**src/rtl/tick_mmss_counter_display_pkg.sv**
```systemverilog
// ---------------------------------------------------------------------------
// tick_mmss_counter_display_pkg
// Shared constants for the mm:ss counter/display slice.
//   LO_MAX / HI_MAX : largest legal value of a units / tens digit
//   SEG_0..SEG_9    : active-low 7-segment patterns, bit order {g,f,e,d,c,b,a}
//   SEG_BLANK       : all segments off
//   AN_OFF          : all digit enables off (active-low)
//   digit_max()     : limit for a digit position (0 = s_lo .. 3 = m_hi)
// ---------------------------------------------------------------------------
package tick_mmss_counter_display_pkg;

  localparam logic [3:0] LO_MAX = 4'd9;
  localparam logic [3:0] HI_MAX = 4'd5;

  localparam logic [6:0] SEG_BLANK = 7'b1111111;
  localparam logic [6:0] SEG_0     = 7'b1000000;
  localparam logic [6:0] SEG_1     = 7'b1111001;
  localparam logic [6:0] SEG_2     = 7'b0100100;
  localparam logic [6:0] SEG_3     = 7'b0110000;
  localparam logic [6:0] SEG_4     = 7'b0011001;
  localparam logic [6:0] SEG_5     = 7'b0010010;
  localparam logic [6:0] SEG_6     = 7'b0000010;
  localparam logic [6:0] SEG_7     = 7'b1111000;
  localparam logic [6:0] SEG_8     = 7'b0000000;
  localparam logic [6:0] SEG_9     = 7'b0010000;

  localparam logic [3:0] AN_OFF = 4'b1111;

  // Odd positions (s_hi, m_hi) are tens digits and stop at 5.
  function automatic logic [3:0] digit_max(input logic [1:0] pos);
    return pos[0] ? HI_MAX : LO_MAX;
  endfunction

endpackage

```
**src/rtl/tick_mmss_counter_display_if.sv**
```systemverilog
// ---------------------------------------------------------------------------
// tick_mmss_counter_display_if
// Control inputs and display outputs of the mm:ss counter.
//   master : drives tick_in/run/up_dn/load/preset, observes bcd/wrap/an/seg
//   slave  : the counter itself
// ---------------------------------------------------------------------------
interface tick_mmss_counter_display_if;
  import tick_mmss_counter_display_pkg::*;

  logic        tick_in;
  logic        run;
  logic        up_dn;
  logic        load;
  logic [15:0] preset;
  logic [15:0] bcd;
  logic        wrap;
  logic [3:0]  an;
  logic [6:0]  seg;

  modport master (
    output tick_in, run, up_dn, load, preset,
    input  bcd, wrap, an, seg
  );

  modport slave (
    input  tick_in, run, up_dn, load, preset,
    output bcd, wrap, an, seg
  );

endinterface

```
**src/rtl/tick_mmss_counter_display_seg7_decode.sv**
```systemverilog
// ---------------------------------------------------------------------------
// seg7_decode
// Combinational BCD digit to active-low 7-segment pattern {g,f,e,d,c,b,a}.
//   bcd_i : 4-bit digit; codes 10..15 give a blank display
//   seg_o : segment drive, 0 = segment lit
// ---------------------------------------------------------------------------
module seg7_decode
  import tick_mmss_counter_display_pkg::*;
(
  input  logic [3:0] bcd_i,
  output logic [6:0] seg_o
);

  always_comb begin
    seg_o = SEG_BLANK;
    case (bcd_i)
      4'd0: seg_o = SEG_0;
      4'd1: seg_o = SEG_1;
      4'd2: seg_o = SEG_2;
      4'd3: seg_o = SEG_3;
      4'd4: seg_o = SEG_4;
      4'd5: seg_o = SEG_5;
      4'd6: seg_o = SEG_6;
      4'd7: seg_o = SEG_7;
      4'd8: seg_o = SEG_8;
      4'd9: seg_o = SEG_9;
      default: seg_o = SEG_BLANK;
    endcase
  end

endmodule

```
**src/rtl/tick_mmss_counter_display.sv**
```systemverilog
// ---------------------------------------------------------------------------
// tick_mmss_counter_display
// BCD mm:ss counter (00:00..59:59) advanced by rising edges of a divided,
// I_CLK-synchronous square wave, driving a 4-digit multiplexed display.
//   I_CLK : system clock
//   rst   : synchronous active-high reset
//   bus   : slave side of tick_mmss_counter_display_if
//           (tick_in, run, up_dn, load, preset -> bcd, wrap, an, seg)
// Parameters:
//   SCAN_DIV : I_CLK cycles each digit stays lit (2..65535)
//   SCAN_W   : width of the scan prescaler
// ---------------------------------------------------------------------------
module tick_mmss_counter_display
  import tick_mmss_counter_display_pkg::*;
#(
  parameter int SCAN_DIV = 4,
  parameter int SCAN_W   = 16
) (
  input  logic                         I_CLK,
  input  logic                         rst,
  tick_mmss_counter_display_if.slave   bus
);

  logic              tick_q;
  logic [15:0]       bcd_q;
  logic              wrap_q;
  logic [SCAN_W-1:0] scan_cnt_q, scan_cnt_d;
  logic [1:0]        scan_idx_q, scan_idx_d;
  logic [3:0]        an_q, an_d;
  logic [6:0]        seg_q, seg_d;

  logic        event_w;
  logic [15:0] preset_san;
  logic [15:0] count_d;
  logic        wrap_d;
  logic        carry;
  logic [3:0]  dig;
  logic [3:0]  lim;
  logic [3:0]  scan_digit;

  // tick_in shares I_CLK, so a plain one-cycle delay is enough for edges.
  assign event_w = bus.tick_in & ~tick_q;

  // Clamp each preset digit to its legal range.
  genvar gi;
  generate
    for (gi = 0; gi < 4; gi++) begin : g_san
      localparam logic [3:0] LIM = (gi % 2 == 1) ? HI_MAX : LO_MAX;
      assign preset_san[gi*4 +: 4] =
        (preset_san_raw(gi) > LIM) ? LIM : preset_san_raw(gi);
    end
  endgenerate

  function automatic logic [3:0] preset_san_raw(input int pos);
    return bus.preset[pos*4 +: 4];
  endfunction

  // Ripple the +1/-1 through the digits; a carry out of m_hi is the wrap.
  always_comb begin
    count_d = bcd_q;
    carry   = 1'b1;
    dig     = 4'd0;
    lim     = 4'd0;
    for (int i = 0; i < 4; i++) begin
      dig = bcd_q[i*4 +: 4];
      lim = digit_max(2'(i));
      if (carry) begin
        if (bus.up_dn) begin
          if (dig >= lim) begin
            count_d[i*4 +: 4] = 4'd0;
          end else begin
            count_d[i*4 +: 4] = dig + 4'd1;
            carry = 1'b0;
          end
        end else begin
          if (dig == 4'd0) begin
            count_d[i*4 +: 4] = lim;
          end else begin
            count_d[i*4 +: 4] = dig - 4'd1;
            carry = 1'b0;
          end
        end
      end
    end
    wrap_d = carry;
  end

  always_comb begin
    case (scan_idx_q)
      2'd0:    scan_digit = bcd_q[3:0];
      2'd1:    scan_digit = bcd_q[7:4];
      2'd2:    scan_digit = bcd_q[11:8];
      default: scan_digit = bcd_q[15:12];
    endcase
  end

  seg7_decode u_seg7_decode (
    .bcd_i (scan_digit),
    .seg_o (seg_d)
  );

  always_comb begin
    scan_cnt_d = scan_cnt_q + SCAN_W'(1);
    scan_idx_d = scan_idx_q;
    if (scan_cnt_q == SCAN_W'(SCAN_DIV - 1)) begin
      scan_cnt_d = '0;
      scan_idx_d = scan_idx_q + 2'd1;
    end
    an_d = ~(4'b0001 << scan_idx_q);
  end

  always_ff @(posedge I_CLK) begin
    if (rst) begin
      // tick_q starts high so a tick_in already high is not an edge.
      tick_q     <= 1'b1;
      bcd_q      <= '0;
      wrap_q     <= 1'b0;
      scan_cnt_q <= '0;
      scan_idx_q <= 2'd0;
      an_q       <= AN_OFF;
      seg_q      <= SEG_BLANK;
    end else begin
      tick_q     <= bus.tick_in;
      wrap_q     <= 1'b0;
      scan_cnt_q <= scan_cnt_d;
      scan_idx_q <= scan_idx_d;
      an_q       <= an_d;
      seg_q      <= seg_d;
      if (bus.load) begin
        bcd_q <= preset_san;
      end else if (event_w && bus.run) begin
        bcd_q  <= count_d;
        wrap_q <= wrap_d;
      end
    end
  end

  assign bus.bcd  = bcd_q;
  assign bus.wrap = wrap_q;
  assign bus.an   = an_q;
  assign bus.seg  = seg_q;

endmodule

```
**src/flat_wrapper.sv**
```systemverilog
// flat-port wrapper written by rule: the top's interface ports become plain ports
module tick_mmss_counter_display_flat import tick_mmss_counter_display_pkg::*;
#(
  parameter int SCAN_DIV = 4,
  parameter int SCAN_W   = 16
)
  (I_CLK, rst, bus_tick_in, bus_run, bus_up_dn, bus_load, bus_preset, bus_bcd, bus_wrap, bus_an, bus_seg);
  tick_mmss_counter_display_if bus_i ();
  input  logic I_CLK;
  input  logic rst;
  input wire logic [$bits(bus_i.tick_in)-1:0] bus_tick_in;
  input wire logic [$bits(bus_i.run)-1:0] bus_run;
  input wire logic [$bits(bus_i.up_dn)-1:0] bus_up_dn;
  input wire logic [$bits(bus_i.load)-1:0] bus_load;
  input wire logic [$bits(bus_i.preset)-1:0] bus_preset;
  output wire logic [$bits(bus_i.bcd)-1:0] bus_bcd;
  output wire logic [$bits(bus_i.wrap)-1:0] bus_wrap;
  output wire logic [$bits(bus_i.an)-1:0] bus_an;
  output wire logic [$bits(bus_i.seg)-1:0] bus_seg;
  assign bus_i.tick_in = bus_tick_in;
  assign bus_i.run = bus_run;
  assign bus_i.up_dn = bus_up_dn;
  assign bus_i.load = bus_load;
  assign bus_i.preset = bus_preset;
  assign bus_bcd = bus_i.bcd;
  assign bus_wrap = bus_i.wrap;
  assign bus_an = bus_i.an;
  assign bus_seg = bus_i.seg;
  tick_mmss_counter_display #(.SCAN_DIV(SCAN_DIV), .SCAN_W(SCAN_W)) u_core (.I_CLK(I_CLK), .rst(rst), .bus(bus_i));
endmodule
```
**config.mk**
```make
export PLATFORM = sky130hd
export DESIGN_NAME = tick_mmss_counter_display_flat
export DESIGN_NICKNAME = d
export VERILOG_FILES = /design/src/rtl/tick_mmss_counter_display_pkg.sv /design/src/rtl/tick_mmss_counter_display_if.sv /design/src/rtl/tick_mmss_counter_display_seg7_decode.sv /design/src/rtl/tick_mmss_counter_display.sv /design/src/flat_wrapper.sv
export SDC_FILE = /design/constraint.sdc
export NUM_CORES = 1
export LEC_CHECK = 0
export ABC_AREA = 1
export CORE_MARGIN = 8
export CORE_UTILIZATION = 58
export CTS_CLUSTER_SIZE = 25
export DETAILED_ROUTE_END_ITERATION = 16
export GPL_TIMING_DRIVEN = 0
export HOLD_SLACK_MARGIN = 0.06
export PLACE_DENSITY = 0.89
export SLEW_MARGIN = 10
export SYNTH_ARGS = -nofsm -noshare
export SYNTH_HDL_FRONTEND = slang
export SYNTH_SLANG_ARGS = --single-unit
```
**constraint.sdc**
```tcl
create_clock -name I_CLK -period 4.7 [get_ports I_CLK]
set_clock_uncertainty 0.1 [all_clocks]
set_input_delay 0.94 -clock I_CLK [delete_from_list [all_inputs] [get_ports I_CLK]]
set_output_delay 0.94 -clock I_CLK [all_outputs]
set_load 0.02 [all_outputs]
```
=== After elaboration in Yosys (flattened, before gate mapping) ===
Memory sizes are Yosys's and may differ from the RTL's. A register that Yosys moved wholly into a read port is not among the register bits.
Index checks and enable logic that the tools add are counted.

* Register bits after elaboration: 40
* Input port bits: 22
* Memory bits (read-only): 112
* Memories kept: 1
* Logic and storage cells: 88

{| class="wikitable"
|+ Memory list
! memory !! words !! bits a word !! read ports !! clocked after memory_dff !! write ports !! RTL line !! text
|-
| (no name shown) || 16 || 7 || 1 || 1 || 0 || tick_mmss_counter_display_seg7_decode.sv:16 || <nowiki>case (bcd_i)</nowiki>
|}

* Equality and inequality tests: 3
* Add/subtract/negate cells: 10
* $lt $le $gt $ge: 8
* Shift operators: 1
* Bitwise logic cells: 5
* Muxes and demuxes: 36
* Reductions and logical operators: 15

{| class="wikitable"
|+ Operators by type and width
! cell !! count
|-
| 4-bit two-way mux || 19
|-
| 16-bit two-way mux || 2
|-
| 16-bit by 1-bit adder with 16-bit output (second input constant) || 1
|-
| 4-bit by 1-bit adder with 4-bit output (second input constant) || 4
|-
| 16-bit by 2-bit equality test with 1-bit output (second input constant) || 1
|-
| 4-bit logical NOT || 4
|-
| 4-bit by 1-bit subtractor with 4-bit output (second input constant) || 4
|-
| 1-bit two-way mux || 14
|-
| 4-bit one-hot mux with 3 select lines || 1
|-
| 4-bit by 3-bit greater-or-equal comparator with 1-bit output (second input constant) || 2
|-
| 4-bit greater-or-equal comparator (second input constant) || 2
|-
| 4-bit by 3-bit greater-than comparator with 1-bit output (second input constant) || 2
|-
| 4-bit greater-than comparator (second input constant) || 2
|-
| 2-bit nonzero test || 4
|-
| 2-bit AND reduction || 3
|-
| 4-bit NOT || 1
|-
| 4-bit OR reduction || 1
|-
| 1-bit by 2-bit << shifter with 4-bit output (first input constant) || 1
|-
| 1-bit NOT || 3
|-
| 2-bit by 1-bit adder with 2-bit output (second input constant) || 1
|-
| 2-bit by 1-bit equality test with 1-bit output (second input constant) || 1
|-
| 2-bit equality test (second input constant) || 1
|-
| 2-bit logical NOT || 1
|-
| 2-bit OR reduction || 1
|-
| 2 further kinds || 2
|}

=== Depth between registers and ports, before layout ===
Gate-level depths: netlist of the first run.

* Word-level depth: 8
* Mapped depth: 12

=== Cells and area by module ===
From an unflattened synthesis of the first run, not the netlist that was laid out.

* Cell total of the unflattened synthesis: 484
* Area, all modules: 3204.3 um^2

{| class="wikitable"
|+ By module, submodules not included
! module !! instances !! area each (um^2) !! seq. area each (um^2) !! cells each
|-
| tick_mmss_counter_display || 1 || 3016.6 || 940.9 || 449
|-
| seg7_decode || 1 || 187.7 || 0.0 || 35
|}

=== Least setup slack after synthesis of the first run ===
OpenSTA, ideal clock, no wires.

* Kind: in2reg
* Start: input port bus_up_dn
* End: register u_core.bcd_q[6], in the netlist u_core.bus.bcd[6]
* Stages on the path: 7
* Buffers on the path: 0
* Data arrival time: 1.696 ns
* Library setup time: 0.117 ns
* Setup slack: 2.787 ns
* Path through: inv_1 nand2_2 nand2_1 o21ai_1 inv_1 nor2_1 nor2_1

* Cells in the longest elaborated chain, start to end: 4

{| class="wikitable"
|+ Ends and longest elaborated chain
! element !! RTL line !! text
|-
| start: declaration || flat_wrapper.sv:13 || <nowiki>input wire logic [$bits(bus_i.up_dn)-1:0] bus_up_dn;</nowiki>
|-
| 4-bit two-way mux || tick_mmss_counter_display.sv:68 || <nowiki>if (bus.up_dn) begin</nowiki>
|-
| 4-bit two-way mux || tick_mmss_counter_display.sv:67 || <nowiki>if (carry) begin</nowiki>
|-
| 16-bit two-way mux || tick_mmss_counter_display.sv:131 || <nowiki>end else if (event_w && bus.run) begin</nowiki>
|-
| 16-bit two-way mux || tick_mmss_counter_display.sv:129 || <nowiki>if (bus.load) begin</nowiki>
|-
| end signal: assignment || tick_mmss_counter_display.sv:130 || <nowiki>bcd_q <= preset_san;</nowiki>
|-
| end signal: assignment || tick_mmss_counter_display.sv:132 || <nowiki>bcd_q <= count_d;</nowiki>
|-
| end: declaration || tick_mmss_counter_display.sv:25 || <nowiki>logic [15:0] bcd_q;</nowiki>
|}

Several ways; a longest one is shown, not always the timed one. The select of a mux whose other input is x is not followed.
A chain may end at the register's enable or synchronous reset.

=== Worst setup path in the final report of the first run ===
* Start: register u_core.bcd_q[8], in the netlist u_core.bus.bcd[8]
* End: output port bus_bcd[8]

{| class="wikitable"
|+ RTL lines
! element !! RTL line !! text
|-
| end: declaration || flat_wrapper.sv:16 || <nowiki>output wire logic [$bits(bus_i.bcd)-1:0] bus_bcd;</nowiki>
|}

No word-level cell between the ends.

==> run summary, run 1 <==
The total number of vias came out at 3178. The count of synthesis-stage warnings from yosys is 0. After filler insertion, the fill cell instance count of the layout stands at 447. The total global-route track usage came out at 20.63%.

The number of instances in the placed design came out at 576. Setup repair after global routing left no endpoint under its margin. The number of standard cells in the layout, taps in and fillers out came out at 584. The via count of the first global-routing pass is 2996. For this run, asynchronously set or reset flops after synthesis account for 0%. The areal power density over the cells is 277.0 nW/µm².

The tree is rooted in a sky130_fd_sc_hd__clkbuf_8. The slew at the pin closest to its max-slew limit is 0.6061 ns. The post-synthesis average cell area came out at 6.775 µm². The area of the placeable core is 5140 µm². The combined buffer and inverter count along the critical path is 1. The top cell types in the final layout, fill and taps aside, are sky130_fd_sc_hd__nand2_1, sky130_fd_sc_hd__inv_1, sky130_fd_sc_hd__clkdlybuf4s50_1. The count of clock tree sinks is 47. The number of buffers added by the clock tree synthesis step is 5. The initial antenna violation count came out at 0.

Summed over all instances, the cell type with the most area after synthesis is sky130_fd_sc_hd__dfxtp_1. IR analysis of the VDD net gives a maximum drop of 0.2476 mV. The largest net degree at the start of global routing is 17. After clock tree synthesis, the flow added hold-fix buffers numbering 0. Setup violations remaining at the end of the flow were counted as 0. The count of buffers from port buffering came out at 48. For this design the static power due to leakage is 1.598 nW.

Summed over all layers, the global routing overflow is 0. In this run the most critical hold path is launched from u_core.scan_cnt_q[0]. The sum of internal, switching and leakage power came out at 1.049 mW. The critical path arrival came out at 1.54 ns. The total negative setup slack is 0 ns. The distinct cell type count after synthesis is 37.

The worst setup path is of the reg -> out kind. The share of layout cells above drive strength 1 is 9.339%. The count of pins on the block boundary came out at 50. Across the run, the number of max-cap violations was 0. From left edge to right edge, the die measures 89.15 µm. The worst setup path is captured at a primary output.

The first-iteration detailed-routing DRC count came out at 229. The floorplan die height is 89.15 µm. The maximum clock insertion buffer count is 2. In this design, the stage delay of the slowest critical-path cell is 0.69 ns. The number of nets still failing antenna checks after routing is 0. The worst path uses 54.80% of the clock period.

Across the whole layout, storage elements account for 940.9 µm². The sequential cell area fraction in the yosys report came out at 30.32%. The TritonCTS clock tree is built. STA classifies the critical path startpoint as a register.

The number of antenna diodes in the final layout is 0. In this run the cell area of the synthesized design comes to 3103 µm². The post-cts resize count is 0.

The H-tree was split into 2 levels. The net count after synthesis came out at 502. The data required time at the worst endpoint came out at 3.66 ns.

From synthesis to final layout, the design area changed by 22.02%. The final weighted congestion in routability-driven placement came out at 0.9058. After detailed routing, the number of vias per cell comes to 5.442. The final number of max-transition violations is 0. The final net count came out at 557. The type of the most critical hold path is reg -> reg. The flow ran to the end, and the final reports show no timing, DRC or antenna violations. Yosys attributes the largest share of cell area to sky130_fd_sc_hd__dfxtp_1, sky130_fd_sc_hd__nand2_1, sky130_fd_sc_hd__ha_1. The post-synthesis cell count came out at 458. The relative max-transition margin came out at 59.16%.

The clock insertion delay at the later pin of the skew report is 0.31 ns. The worst-path maximum fanout came out at 9. The slowest stage cell on the critical path is sky130_fd_sc_hd__clkdlybuf4s50_1. The timing-limited maximum frequency is 388.3 MHz. The worst register-to-register path begins at u_core.scan_idx_q[0].

For this run, the detailed router's first-pass iteration total came to 5. The library cell used most frequently in the layout, excluding fill and tap cells, is sky130_fd_sc_hd__nand2_1. The minimum clock period after layout came out at 2.576 ns.

Walking the worst path, the cells encountered are clkdlybuf4s50_1. Buffers added to address setup during post-CTS repair amount to 0. After clock tree synthesis, the clock-pin slew on the worst setup and hold paths is 0.09 ns.

For this configuration, the core starts out at a cell density of 60.37%. Summed over all nets, the half-perimeter wirelength after detailed placement is 5.972 mm. For this run, design rule violations remaining after detail routing come to 0.

Yosys mapped a number of flops with a built-in enable equal to 0. The proportion of netlist area held by the largest area contributor is 30.32%. The total detailed-routing wirelength came out at 7.804 mm. The post-synthesis register bit count is 47. The worst hold margin is 0.3599 ns.

Summing all multi-input logic gate instances after layout gives 1858 µm². The final hold violation count is 0. The first-pass GRT wire length came out at 13.19 mm. The number of core rows came out at 26.

The die outline area is 7947 µm². The average wire length per cell after detail routing is 13.36 µm. The most used flip-flop cell after synthesis is sky130_fd_sc_hd__dfxtp_1.

The largest delay contributor family on the critical path is buffers and inverters. Tracing the worst setup path back leads to its startpoint at u_core.bus.bcd[8].
[per-stage QoR]
stage          util (%)  area, µm²  setup slack (ns)
6_report          73.66       3786             2.124
5_1_grt           73.66       3786             2.085
4_1_cts           73.66       3786             2.142
3_5_place_dp      71.42       3671             1.947
3_3_place_gp      71.42       3671             1.999
2_1_floorplan         -       3103             2.787
[Yosys cell counts, types with 2 or more instances]
cell type,count
sky130_fd_sc_hd__nand2_1,106
sky130_fd_sc_hd__clkbuf_1,3
sky130_fd_sc_hd__nand4_1,8
sky130_fd_sc_hd__ha_1,22
sky130_fd_sc_hd__nor2_2,2
sky130_fd_sc_hd__xor2_1,7
sky130_fd_sc_hd__nor2_1,42
sky130_fd_sc_hd__a21oi_1,37
sky130_fd_sc_hd__dfxtp_1,47
sky130_fd_sc_hd__o22ai_1,4
sky130_fd_sc_hd__xnor2_1,3
sky130_fd_sc_hd__buf_2,2
sky130_fd_sc_hd__nand2_2,5
sky130_fd_sc_hd__nand3_2,4
sky130_fd_sc_hd__or2_2,3
sky130_fd_sc_hd__o22ai_2,2
sky130_fd_sc_hd__o21ai_1,3
sky130_fd_sc_hd__a21oi_2,3
sky130_fd_sc_hd__a31oi_1,4
sky130_fd_sc_hd__o21ai_0,28
sky130_fd_sc_hd__inv_2,8
sky130_fd_sc_hd__buf_6,3
sky130_fd_sc_hd__inv_1,48
sky130_fd_sc_hd__o211ai_1,4
sky130_fd_sc_hd__nand3_1,39
sky130_fd_sc_hd__buf_4,3
sky130_fd_sc_hd__nor3_1,8
[state kept, by name, indices dropped and copies added, names as in the netlist]
signal	count
u_core.scan_cnt_q	16
u_core.bus.seg	7
u_core.bus.wrap	1
u_core.bus.bcd	16
u_core.scan_idx_q	2
u_core.tick_q	1
u_core.bus.an	4
[layer usage]
layer | vias to the layer above | global-route usage (%) | part of all wire (%)
li1 | 1613 | - | -
met1 | 1427 | 24.70 | 45
met2 | 125 | 35.15 | 46
met3 | 13 | 4.779 | 7.7
met4 | 0 | 7.251 | 1.8
met5 | - | 0 | 0
[area by class of cell]
type	count	share of cell area [%]
Buffer	12	2.247
Multi-Input combinational cell	342	49.07
Clock inverter	3	1.223
Clock buffer	5	1.818
Inverter	57	5.783
Tap cell	70	2.313
Timing Repair Buffer	48	12.69
Sequential cell	47	24.85
[cells by family after synthesis]
kind of cell | Yosys count | share of synthesized area, %
and+or+nand+nor | 221 | 31.90
adders and majority gates | 22 | 8.871
AOI/OAI and AO/OA | 89 | 16.29
DFF | 47 | 30.32
buffers and inverters | 69 | 9.798
xor gates and xnor gates | 10 | 2.823
[path summary, 6_finish.rpt]
kind                                        endpoint  slack (ns)  cells after the start
worst max-delay path                      bus_bcd[8]        2.12                      1
worst max register to register     u_core.bus.seg[5]        2.53                     11
worst min register to register  u_core.scan_cnt_q[0]        0.36                      1
worst min-delay path            u_core.scan_cnt_q[0]        0.36                      1
[report_power, final]
| part | switching, mW | total (mW) | internal (mW) |
|---|---|---|---|
| clock network | 0.151 | 0.312 | 0.160 |
| registers | 0.0235 | 0.447 | 0.424 |
| logic | 0.167 | 0.290 | 0.123 |
| total | 0.342 | 1.05 | 0.707 |
Note: power is estimated with default switching activity, not from simulation.
==> inputs of run 2 (changes only) <==
--- a/config.mk
+++ b/config.mk
@@ -7,12 +7,12 @@
 export LEC_CHECK = 0
 export ABC_AREA = 1
 export CORE_MARGIN = 8
-export CORE_UTILIZATION = 58
+export CORE_UTILIZATION = 49
 export CTS_CLUSTER_SIZE = 25
 export DETAILED_ROUTE_END_ITERATION = 16
 export GPL_TIMING_DRIVEN = 0
 export HOLD_SLACK_MARGIN = 0.06
-export PLACE_DENSITY = 0.89
+export PLACE_DENSITY = 0.8
 export SLEW_MARGIN = 10
 export SYNTH_ARGS = -nofsm -noshare
 export SYNTH_HDL_FRONTEND = slang
==> constraint.sdc (replaced) <==
create_clock -name I_CLK -period 2.1 [get_ports I_CLK]
set_clock_uncertainty 0.1 [all_clocks]
set_input_delay 0.42 -clock I_CLK [delete_from_list [all_inputs] [get_ports I_CLK]]
set_output_delay 0.42 -clock I_CLK [all_outputs]
set_load 0.02 [all_outputs]
==> run 2 against run 1 <==
Final cell count rose by 1.5%. Critical path type unchanged. First-iteration DRC count fell by 12%. Sequential share of layout area about the same. Die area increased by 15%. Critical path depth did not move. Via count increased by 1.4%. Register-to-register slack lost 2.4 ns. Global-route usage is 2.7 points lower. Critical endpoint is now bus_bcd[12]. Final area up 0.63%. Worst hold slack worse by 0.0077 ns.
==> run summary, run 2 (same netlist as run 1, synthesis figures left out) <==
The pre-CTS setup slack was -0.1193 ns (-2.066 ns). The initial antenna violation count came to 0 (unchanged). The total detailed-routing wirelength is 7.977 mm (+2.2%). The kind of cell with the highest combined delay along the critical path is buffers and inverters.

The min-delay analysis places its worst path in the category reg -> reg. The share of layout cells above drive strength 1 came to 11.43% (+2.1 points). The floorplan die height came out at 95.58 µm (+7.2%). The worst setup path is launched from a register. The largest net degree at the start of global routing is 16 (-1).

The final weighted congestion in routability-driven placement came to 0.9109 (+0.56%). The count of max-cap constraint violations came out at 0 (unchanged). The first-pass GRT wire length is 13.50 mm (+2.3%). The total area of multi-input combinational cells is 1868 µm² (+0.54%). The largest stage delay on the critical path is 0.68 ns (about the same). The number of nets still failing antenna checks after routing came to 0 (unchanged). The share of total power in combinational logic was 29.4% (+1.7 points). The final hold violation count came to 0 (unchanged). The slew at the pin closest to its max-slew limit came to 0.5011 ns (-0.1050 ns). The leakage power total came out at 1.600 nW (+0.15%). The die boundary width was 95.58 µm (+7.2%). The switching part of the total power came to 33.69% (+1.1 points). The switching power summed over all nets was 0.7633 mW (+120%). The areal power density over the cells came out at 594.6 nW/µm² (+110%). The area of all sequential standard cells was 947.2 µm² (+0.66%). The mean number of vias per cell came to 5.435 (-0.12%). The final net count was 559 (+0.36%).

The minimum clock period after layout came out at 2.029 ns. The slowest stage of the critical path is the sky130_fd_sc_hd__clkdlybuf4s50_1 cell. Compared with the post-synthesis result, the final layout area differs by 22.78%. The via count of the first global-routing pass is 3066 (+2.3%). The relative max-transition margin was 66.59% (+7.4 points). In the layout the commonest cells are sky130_fd_sc_hd__nand2_1, sky130_fd_sc_hd__clkdlybuf4s50_1, sky130_fd_sc_hd__inv_1. The clock insertion delay at the later pin of the skew report is 0.31 ns (about the same). The die outline area is 9135 µm² (+15%).

The sum of internal, switching and leakage power came out at 2.266 mW (+120%). The data required time at the worst endpoint came out at 1.58 ns (-2.08 ns). The average wire length per cell after detail routing is 13.45 µm (+0.67%).

The number of buffers added by the clock tree synthesis step is 5 (unchanged). The first-iteration detailed-routing DRC count came out at 202 (-12%). The internal power of the cells is 1.502 mW (+110%). The worst setup path is captured at a primary output.

The number of core rows is 29 (+12%). The area of the placeable core is 6241 µm² (+21%). Traced cell by cell, the critical path runs through clkdlybuf4s50_1. The placed wire-length estimate after detailed placement is 6.015 mm (+0.71%).

The most common cell after layout, fill and taps aside is sky130_fd_sc_hd__nand2_1. The count of clock tree sinks is 47 (unchanged). The timing-limited maximum frequency is 492.8 MHz. The global route total overflow is 0 (unchanged). Setup repair after global routing left no endpoint under its margin. The final number of max-transition violations is 0 (unchanged).

The total negative setup slack is 0 ns (unchanged). The count of buffers from port buffering came out at 48 (unchanged). The number of instances in the placed design is 583 (+1.2%). The post-detailed-route DRC marker count came out at 0 (unchanged). The setup slack after layout is 0.07060 ns (-2.054 ns). The total inserted antenna cells is 0 (unchanged). TritonCTS built the clock tree. The root buffer cell chosen for the clock tree is sky130_fd_sc_hd__clkbuf_8. The worst setup path is of the reg -> out kind. The critical path arrival came out at 1.51 ns (-0.03 ns).

The combined buffer and inverter count along the critical path is 1 (unchanged). The total number of vias was 3223 (+1.4%). The final setup violation count was 0 (unchanged). The worst-path maximum fanout is 8 (-1).

The worst ir drop on vdd came out at 0.4236 mV (+71%). The clock network fraction of total power is 26.3% (-3.4 points). The first-pass detailed-route iteration total came out at 4 (-1). The share of power burned in registers came to 44.3% (+1.7 points). The maximum clock insertion buffer count came out at 2 (unchanged). The count of pins on the block boundary came out at 50 (unchanged). The total of hold buffers inserted after clock tree synthesis was 0 (unchanged). After layout, the worst path uses 96.64% of the clock period.

The starting density of the core came to 49.72% (-11 points). The number of fill cells is 587 (+31%). The flow ran to the end, and the final reports show no timing, DRC or antenna violations. The clock transition at the registers of the reported paths came out at 0.09 ns (about the same). The worst hold margin came out at 0.3522 ns (-0.007741 ns). The deepest level of the CTS H-tree was 2 (unchanged). The total global-route track usage came out at 17.93% (-2.7 points). The number of standard cells in the layout, taps in and fillers out came out at 593 (+1.5%).
## run 2: cell types whose count changed in the layout (fill, tap and decap cells not counted), sizes merged
cell    before  now
buf          8   10
bufinv       1    0
clkbuf       9   10
clkinv       1    2
inv         57   56
## run 2: final timing paths
kind / slack (ns) / start / to / depth (start not counted)
max: 0.07 / u_core.bus.bcd[12] / bus_bcd[12] / 1
min: 0.35 / u_core.scan_cnt_q[0] / u_core.scan_cnt_q[0] / 1
max reg2reg: 0.16 / u_core.bus.bcd[1] / u_core.bus.bcd[10] / 9
min reg2reg: 0.35 / u_core.scan_cnt_q[0] / u_core.scan_cnt_q[0] / 1
## run 2: area by class of cell
| type | instances | area share, % |
|---|---|---|
| multi-input combinational | 342 | 49.03 |
| sequential | 47 | 24.86 |
| timing repair buffer | 50 | 13.00 |
| inverter | 57 | 5.747 |
| tap | 77 | 2.529 |
| buffer | 12 | 2.233 |
| clock buffer | 6 | 2.167 |
| clock inverter | 2 | 0.4269 |
## run 2: per-stage QoR
| step | util, % | cell area, µm² |
|---|---|---|
| 2_1_floorplan | - | 3103 |
| 3_3_place_gp | 58.96 | 3680 |
| 3_5_place_dp | 58.96 | 3680 |
| 4_1_cts | 60.55 | 3779 |
| 5_1_grt | 61.05 | 3810 |
| 6_report | 61.05 | 3810 |
## run 2: worst reg2reg max path, cell delays in order, from the launching register on
cell	delay, ns
sky130_fd_sc_hd__dfxtp_1	0.39
sky130_fd_sc_hd__inv_1	0.13
sky130_fd_sc_hd__ha_1	0.28
sky130_fd_sc_hd__nand3_1	0.15
sky130_fd_sc_hd__a21oi_2	0.28
sky130_fd_sc_hd__nor2_2	0.10
sky130_fd_sc_hd__nand2_1	0.09
sky130_fd_sc_hd__nand2_2	0.09
sky130_fd_sc_hd__o21ai_0	0.17
sky130_fd_sc_hd__nor2_1	0.06
## run 2: per-layer routing
metal,global-route usage [%],vias up,part of all wire [%]
met3,4.016,14,7.4
met2,31.54,102,48
met4,4.866,0,1.5
met1,21.29,1490,43
li1,-,1617,-
met5,0,-,0
## run 2: power groups by stage
stage	Sequential, mW	Combinational, mW	Clock (mW)
after global routing	1.01	0.735	0.637
after global placement	1.02	0.632	0
after CTS	1.00	0.653	0.604
final	1.00	0.666	0.596
after floorplan	1.07	0.369	0
after detailed placement	1.02	0.648	0
## run 2: timing repair
action	4_1_cts	5_1_grt
hold endpoints to repair	0	0
pin swaps	0	1
buffers inserted	0	2
gates cloned	0	0
endpoints found under the setup margin	2	16
resized for setup	1	9
